$ cat config.mk
export PLATFORM = sky130hd
export DESIGN_NAME = lag_pl_buffer_bank
export DESIGN_NICKNAME = d
export VERILOG_FILES = /design/src/rtl/lag_pl_buffer_bank_pkg.sv /design/src/rtl/lag_pl_buffer_bank_fifo.sv /design/src/rtl/lag_pl_buffer_bank.sv
export SDC_FILE = /design/constraint.sdc
export NUM_CORES = 1
export LEC_CHECK = 0
export ABC_CLOCK_PERIOD_IN_PS = 3750
export BUFFER_PORTS_ARGS = -buffer_cell sky130_fd_sc_hd__buf_2
export CAP_MARGIN = 20
export CORE_UTILIZATION = 53
export DETAILED_ROUTE_END_ITERATION = 6
export PLACE_DENSITY = 0.75
export SLEW_MARGIN = 20
export SYNTH_ARGS = -nofsm -noshare
export SYNTH_HDL_FRONTEND = slang
export SYNTH_SLANG_ARGS = --single-unit
$ cat constraint.sdc
create_clock -name clk -period 3.75 [get_ports clk]
set_input_delay 0.375 -clock clk [delete_from_list [all_inputs] [get_ports clk]]
set_output_delay 0.375 -clock clk [all_outputs]
set_load 0.01 [all_outputs]
$ cat src/rtl/lag_pl_buffer_bank_pkg.sv
// Shared flit and FIFO status types for the physical-lane buffer bank.
// Optional build macro used by the lane FIFO: LAG_PL_BUF_ASSERT_EN.
package LAG_pkg;

    localparam int FLIT_DATA_W = 16;

    typedef struct packed {
        logic head;
        logic tail;
    } flit_ctrl_t;

    typedef struct packed {
        flit_ctrl_t             control;
        logic [FLIT_DATA_W-1:0] data;
    } flit_t;

    typedef struct packed {
        logic full;
        logic empty;
        logic nearly_full;
        logic nearly_empty;
    } fifov_flags_t;

endpackage

$ cat src/rtl/lag_pl_buffer_bank_fifo.sv
// Single-lane first-word-fall-through flit FIFO with occupancy flags.
// Define LAG_PL_BUF_ASSERT_EN to bind overflow/underflow checks to each lane.
`ifdef LAG_PL_BUF_ASSERT_EN
module lag_pl_fifo_chk (
    input logic clk,
    input logic rst_n,
    input logic push,
    input logic pop,
    input logic full,
    input logic empty
);
    a_no_overflow: assert property (@(posedge clk) disable iff (rst_n) !(push && full && !pop))
        else $error("lag_pl_fifo: push to full lane without pop");

    a_no_underflow: assert property (@(posedge clk) disable iff (rst_n) !(pop && empty))
        else $error("lag_pl_fifo: pop of empty lane");
endmodule
`endif

module lag_pl_fifo
    import LAG_pkg::*;
#(
    parameter int size = 8
) (
    input  logic         clk,
    input  logic         rst_n,
    input  logic         push,
    input  logic         pop,
    input  flit_t        data_in,
    output flit_t        data_out,
    output fifov_flags_t flags
);
    localparam int PTR_W = $clog2(size);
    localparam int CNT_W = $clog2(size + 1);

    logic [PTR_W-1:0] rd_ptr_q, rd_ptr_d;
    logic [PTR_W-1:0] wr_ptr_q, wr_ptr_d;
    logic [CNT_W-1:0] count_q, count_d;
    flit_t            storage_q [size];
    logic             push_ok, pop_ok, is_full, is_empty;

    // Sizes need not be powers of two, so wrap explicitly at size-1.
    function automatic logic [PTR_W-1:0] ptr_inc(input logic [PTR_W-1:0] p);
        logic [PTR_W-1:0] r;
        if (p == PTR_W'(size - 1)) begin
            r = {PTR_W{1'b0}};
        end else begin
            r = p + PTR_W'(1);
        end
        return r;
    endfunction

    // Accept logic and next-state pointers/count.
    always_comb begin
        is_empty = (count_q == CNT_W'(0));
        is_full  = (count_q == CNT_W'(size));
        pop_ok   = pop & ~is_empty;
        push_ok  = push & (~is_full | pop_ok);
        rd_ptr_d = pop_ok  ? ptr_inc(rd_ptr_q) : rd_ptr_q;
        wr_ptr_d = push_ok ? ptr_inc(wr_ptr_q) : wr_ptr_q;
        case ({push_ok, pop_ok})
            2'b10:   count_d = count_q + CNT_W'(1);
            2'b01:   count_d = count_q - CNT_W'(1);
            default: count_d = count_q;
        endcase
    end

    // Pointer and occupancy state; storage is deliberately left uncleared.
    always_ff @(posedge clk or posedge rst_n) begin
        if (rst_n) begin
            rd_ptr_q <= {PTR_W{1'b0}};
            wr_ptr_q <= {PTR_W{1'b0}};
            count_q  <= {CNT_W{1'b0}};
        end else begin
            rd_ptr_q <= rd_ptr_d;
            wr_ptr_q <= wr_ptr_d;
            count_q  <= count_d;
        end
    end

    // Flit storage write port.
    always_ff @(posedge clk) begin
        if (push_ok) begin
            storage_q[wr_ptr_q] <= data_in;
        end
    end

    // Head flit and flags from registered state only.
    always_comb begin
        if (is_empty) begin
            data_out = {$bits(flit_t){1'b0}};
        end else begin
            data_out = storage_q[rd_ptr_q];
        end
        flags.full         = is_full;
        flags.empty        = is_empty;
        flags.nearly_full  = (count_q >= CNT_W'(size - 1));
        flags.nearly_empty = (count_q <= CNT_W'(1));
    end

`ifdef LAG_PL_BUF_ASSERT_EN
    lag_pl_fifo_chk u_chk (
        .clk   (clk),
        .rst_n (rst_n),
        .push  (push),
        .pop   (pop),
        .full  (is_full),
        .empty (is_empty)
    );
`endif

endmodule

$ cat src/rtl/lag_pl_buffer_bank.sv
// Router input-port bank of n independent physical-lane flit FIFOs.
// Build option LAG_PL_BUF_ASSERT_EN enables per-lane overflow/underflow checks.
module lag_pl_buffer_bank
    import LAG_pkg::*;
#(
    parameter int size = 8,
    parameter int n    = 4
) (
    input  logic                   clk,
    input  logic                   rst_n,
    input  logic [n-1:0]           push,
    input  logic [n-1:0]           pop,
    input  flit_t [n-1:0]          data_in,
    output flit_t [n-1:0]          data_out,
    output fifov_flags_t [n-1:0]   flags
);

    for (genvar i = 0; i < n; i++) begin : g_lane
        lag_pl_fifo #(
            .size (size)
        ) u_fifo (
            .clk      (clk),
            .rst_n    (rst_n),
            .push     (push[i]),
            .pop      (pop[i]),
            .data_in  (data_in[i]),
            .data_out (data_out[i]),
            .flags    (flags[i])
        );
    end

endmodule

## After elaboration in Yosys (flattened, before gate mapping)

Memories as Yosys holds them, arrays and structs flattened.
Cells that the tools add are included.

| word-level totals | value |
|---|---|
| memories | 4 |
| register bits after elaboration | 40 |
| output and inout bits | 88 |
| input bits | 82 |
| memory bits (writable) | 576 |

| cells by class | value |
|---|---|
| magnitude comparators | 8 |
| equality and inequality tests | 20 |
| muxes and demuxes | 24 |
| bitwise logic cells | 20 |
| reductions and logical operators | 8 |
| add/sub/neg operators | 16 |

Memories:

| memory | depth | width | rd ports | clocked after memory_dff | wr ports | RTL line | RTL |
|---|---|---|---|---|---|---|---|
| g_lane[0].u_fifo.storage_q | 8 | 18 | 1 | 0 | 1 | lag_pl_buffer_bank_fifo.sv:39 | `flit_t storage_q [size];` |
| g_lane[1].u_fifo.storage_q | 8 | 18 | 1 | 0 | 1 | lag_pl_buffer_bank_fifo.sv:39 |  |
| g_lane[2].u_fifo.storage_q | 8 | 18 | 1 | 0 | 1 | lag_pl_buffer_bank_fifo.sv:39 |  |
| g_lane[3].u_fifo.storage_q | 8 | 18 | 1 | 0 | 1 | lag_pl_buffer_bank_fifo.sv:39 |  |

Operators with widths:

| operator | count |
|---|---|
| two-way mux 18 bit | 4 |
| one-hot mux 4 bit (2 select lines) | 4 |
| adder 3 x 1 -> 3 bit, second input constant | 8 |
| equality test 3 bit, second input constant | 8 |
| two-way mux 3 bit | 8 |
| adder 4 x 1 -> 4 bit, second input constant | 4 |
| equality test 4 bit, second input constant | 4 |
| greater-or-equal comparator 4 x 3 -> 1 bit, second input constant | 4 |
| <= comparator 4 x 1 -> 1 bit, second input constant | 4 |
| zero test 4 bit | 4 |
| subtractor 4 x 1 -> 4 bit, second input constant | 4 |
| bitwise AND 1 bit | 8 |
| equality test 2 x 1 -> 1 bit, second input constant | 4 |
| equality test 2 bit, second input constant | 4 |
| two-way mux 1 bit | 8 |
| inverter 1 bit | 8 |
| nonzero test 2 bit | 4 |
| OR 1 bit | 4 |

## Depth between registers and ports, before layout

| depth | value |
|---|---|
| depth after elaboration | 7 |
| gate-level depth with buffers | 9 |
| depth with buffers taken out | 9 |

## Hierarchy

From an unflattened synthesis, not the netlist that was laid out.

| second synthesis, totals | value |
|---|---|
| cells, all modules | 1602 |
| area, all modules | 25963.7 µm² |

By module, submodules not included:

| module | area each (µm²) | cells an instance | instances | seq. area each (µm²) |
|---|---|---|---|---|
| lag_pl_fifo (g_lane[2].u_fifo ...) | 6512.5 | 402 | 2 | 4574.4 |
| lag_pl_fifo (g_lane[1].u_fifo) | 6512.5 | 396 | 1 | 4574.4 |
| lag_pl_fifo (g_lane[0].u_fifo) | 6426.2 | 402 | 1 | 4574.4 |

## Least setup slack after synthesis

OpenSTA, ideal clock, no wires.

| path | value |
|---|---|
| kind | register -> register |
| start | reg g_lane[3].u_fifo.count_q[0] |
| end | mem g_lane[3].u_fifo.storage_q[0][0] (netlist bit), enable pin |
| path slack | 594 ps |
| arrival | 2717 ps |
| period minus slack after synthesis | 3156 ps |
| data required time | 3311 ps |
| cell stages (with the launch flop) | 6 |
| library setup time | 439 ps |
| path buffers | 0 |
| cell sequence | dfrtp_1 -> inv_1 -> ha_1 -> nand3b_1 -> o21ai_4 -> nor4_1 |

| between the ends | value |
|---|---|
| longest elaborated chain between the ends | 7 |
| elaborated cells between the ends (all ways) | 9 |
| classes of those cells | eq/ne (1); mux (2); bitwise (5); reduce/logical (1) |

RTL lines:

| what | RTL line | RTL |
|---|---|---|
| start, declared | lag_pl_buffer_bank_fifo.sv:38 | `logic [CNT_W-1:0] count_q, count_d;` |
| start signal, assigned | lag_pl_buffer_bank_fifo.sv:73 | `count_q <= {CNT_W{1'b0}};` |
| start signal, assigned | lag_pl_buffer_bank_fifo.sv:77 | `count_q <= count_d;` |
| zero test 4 bit | lag_pl_buffer_bank_fifo.sv:55 | `is_empty = (count_q == CNT_W'(0));` |
| inverter 1 bit | lag_pl_buffer_bank_fifo.sv:57 | `pop_ok = pop & ~is_empty;` |
| bitwise AND 1 bit | lag_pl_buffer_bank_fifo.sv:57 |  |
| OR 1 bit (*) | lag_pl_buffer_bank_fifo.sv:58 | `push_ok = push & (~is_full \| pop_ok);` |
| bitwise AND 1 bit (*) | lag_pl_buffer_bank_fifo.sv:58 |  |
| two-way mux 1 bit (*) | lag_pl_buffer_bank_fifo.sv:83 | `if (push_ok) begin` |
| two-way mux 1 bit (not written as such) (*) | lag_pl_buffer_bank_fifo.sv:84 | `storage_q[wr_ptr_q] <= data_in;` |
| end, declared | lag_pl_buffer_bank_fifo.sv:39 |  |

Every way passes the cells marked *; elsewhere a longest branch is shown, timed or not.

==> results.json <==
{
  "fin_crit_sh": 0.8585,
  "required_ns": 3.38,
  "hold_viol_final": 0,
  "synth_ff_type": "edfxtp_1",
  "slowest_stage": "nor2b_1",
  "hold_path.class": "primary input to flop",
  "ir_drop_mv": 0.5164,
  "setup_violations": 0,
  "synth_seq_cells": 616,
  "yosysUniqueCellTypes": 32,
  "clkPwrFrac": 0.256,
  "crit_path_start_kind": "flop",
  "die_area_um2": 47040,
  "crit_chain": "inv_1 -> ha_1 -> nor3b_4 -> nor2b_1 -> buf_4 -> a22o_1 -> buf_2",
  "drv_slew": 0,
  "grt_pass1_wl_um": 71090,
  "synth_edf_count": 576,
  "fmax_ghz": 0.3106,
  "cts_buffers": 60,
  "antenna_found_initial": 2,
  "synth_top_area_frac": 0.7067,
  "seqPwrFrac": 0.428,
  "path_buf_inv": 3,
  "path_clk_slew_ns": 0.06,
  "switchingPower_mw": 6.751,
  "core_area_um2": 45480,
  "clkSinkCount": 616,
  "placed_cells": 1864,
  "areaGrowthSynthToFinish_pct": 14.93,
  "grt_max_degree": 41,
  "synth_area_leaders": "edfxtp_1, mux4_2, mux4_1",
  "ant_nets": 0,
  "layout_commonest_cell": "edfxtp_1",
  "drc": 0,
  "gp_congestion": 0.7218,
  "cp_max_fo": 10,
  "synth_nets": 1211,
  "placementRows": 78,
  "critPathMaxStageDelay_ns": 0.68,
  "wl_per_cell_um": 23.52,
  "num_io_pins": 170,
  "critical_path.top_delay_family": "simple AND/OR/NAND/NOR gates",
  "start_util": 0.5382,
  "ys_seq_area_frac": 0.7476,
  "nets": 1446,
  "final_cell_mix": "edfxtp_1, buf_2, mux4_2",
  "fin_crit_ns": 3.219,
  "nFillCells": 3128,
  "power_frac_comb": 0.316,
  "finalNonFillerCells": 1982,
  "tns_ns": 0,
  "cts.path.max_buffers": 3,
  "routed_wirelength_um": 46610,
  "powerDensity_nw_per_um2": 785.3,
  "grt_pass1_vias": 12180,
  "num_vias": 11740,
  "p_int_mw": 15.34,
  "fin_skew_ns": 0.01016,
  "cap_violations": 0,
  "ys_async_sr_fraction": 0.06494,
  "max-slew-margin-rel": 0.4006,
  "grt_use_total": 0.2022,
  "die_x_um": 216.9,
  "drive_above_1_share": 0.3215,
  "clock_latency_ns": 0.60,
  "outcome": "complete, no violations",
  "post_cts_resized": 0,
  "overflow": 0,
  "syn_area_um2": 24470,
  "cp-end-kind": "primary output",
  "critical_path_class": "flop to primary output",
  "yosys.area.top_type": "edfxtp_1",
  "cts_root_buf": "clkbuf_16",
  "cts_tree": "done",
  "power_leakage_nw": 9.865,
  "fp.dieH_um": 216.9,
  "cp.arrival_ns": 2.84,
  "dp_hpwl_um": 27230,
  "worst_slew_pin_slew_ns": 0.8990,
  "syn_inst": 1097,
  "dr.pass1.iters": 4,
  "io_buffers": 169,
  "yosys_warnings": 0,
  "drt_iter0_drc": 895,
  "rsz0062_at_grt": "false",
  "htreeDepth": 2,
  "avgSynthCellArea_um2": 22.31,
  "switching_share": 0.3056,
  "viasPerCell": 5.924
}
-- power groups by stage --
| stage | Sequential (mW) | Combinational (mW) | Clock, mW |
|---|---|---|---|
| finish | 9.46 | 6.97 | 5.66 |
| global route | 9.59 | 7.52 | 6.04 |
| CTS | 9.48 | 7.11 | 5.78 |
| detailed placement | 9.61 | 7.05 | 0 |
| global placement | 9.52 | 6.95 | 0 |
| floorplan | 9.24 | 5.07 | 0 |
-- metal layers --
metal / wire length (um) / global-route usage / share of wire
met5: 19 / 0 / 0.00041
met4: 1148 / 0.06714 / 0.025
met3: 2578 / 0.03578 / 0.055
met2: 23450 / 0.3360 / 0.50
met1: 19420 / 0.2732 / 0.42
-- through the flow --
stage | hold slack [ns] | area [um2] | utilization | total power [mW] | worst slack, ns
after detailed placement | 0.5565 | 26200 | 0.5761 | 16.67 | 1.166
final | 0.03355 | 28130 | 0.6185 | 22.09 | 0.5305
after global routing | 0.01799 | 28130 | 0.6184 | 23.15 | 0.3998
after CTS | 0.0003612 | 28110 | 0.6182 | 22.37 | 0.5037
after floorplan | 0.4739 | 24470 | - | 14.31 | 0.5938
after global placement | 0.5379 | 26200 | 0.5761 | 16.47 | 1.296
-- logic make-up after synthesis --
family	synth area share
compound gates	0.03251
fa+ha+maj	0.01636
mux	0.1550
xor+xnor	0.005726
simple gates	0.02413
buf+inv	0.01866
flops	0.7476
-- what timing repair did --
| item | in CTS | in global routing |
|---|---|---|
| buffers inserted | 0 | 0 |
| hold buffers | 5 | 1 |
| endpoints found under the hold margin | 30 | 40 |
| endpoints found under the setup margin | 0 | 0 |
-- synth_stat cells, types with 8 or more instances --
cell        n
mux4_2     80
ha_1       32
nor2_1     28
inv_1      17
mux2_2     24
edfxtp_1  576
nor3_1     20
nor2b_1     8
buf_6       8
buf_4      10
dfrtp_1    40
buf_2      28
a22o_1     72
xnor2_1     8
xor2_1      8
nand2b_1   12
nand2_1     8
mux4_1     64
-- registers in the layout, indices dropped and copies added (netlist names) --
| name | cells |
|---|---|
| g_lane.u_fifo.count_q | 16 |
| g_lane.u_fifo.rd_ptr_q | 12 |
| g_lane.u_fifo.storage_q | 576 |
| g_lane.u_fifo.wr_ptr_q | 12 |
-- worst paths after layout --
path | endpoint | from | cells past startpoint | slack [ns]
setup / recovery | data_out[21] | g_lane[1].u_fifo.count_q[0]$_DFFE_PP0P_ | 7 | 0.53
hold / removal | g_lane[1].u_fifo.storage_q[2][7]$_DFFE_PP_ | data_in[25] | 1 | 0.03
setup reg to reg | g_lane[1].u_fifo.count_q[3]$_DFFE_PP0P_ | g_lane[1].u_fifo.count_q[0]$_DFFE_PP0P_ | 8 | 1.26
hold reg to reg | g_lane[0].u_fifo.count_q[1]$_DFFE_PP0P_ | g_lane[0].u_fifo.count_q[1]$_DFFE_PP0P_ | 2 | 0.56
max in group asynchronous | g_lane[3].u_fifo.rd_ptr_q[0]$_DFFE_PP0P_ | rst_n | 3 | 2.73
min in group asynchronous | g_lane[1].u_fifo.rd_ptr_q[2]$_DFFE_PP0P_ | rst_n | 3 | 0.47
-- cell type report --
cell class / instances / area (um2) / share of cell area
timing repair buffer: 225 / 1319 / 0.04688
clock inverter: 27 / 190.2 / 0.006761
antenna: 1 / 2.502 / 0.00008896
clock buffer: 84 / 1673 / 0.05947
tap: 600 / 750.7 / 0.02669
multi-input combinational: 412 / 5826 / 0.2071
inverter: 17 / 65.06 / 0.002313
sequential: 616 / 18300 / 0.6507
(Power assumes the default switching activity.)
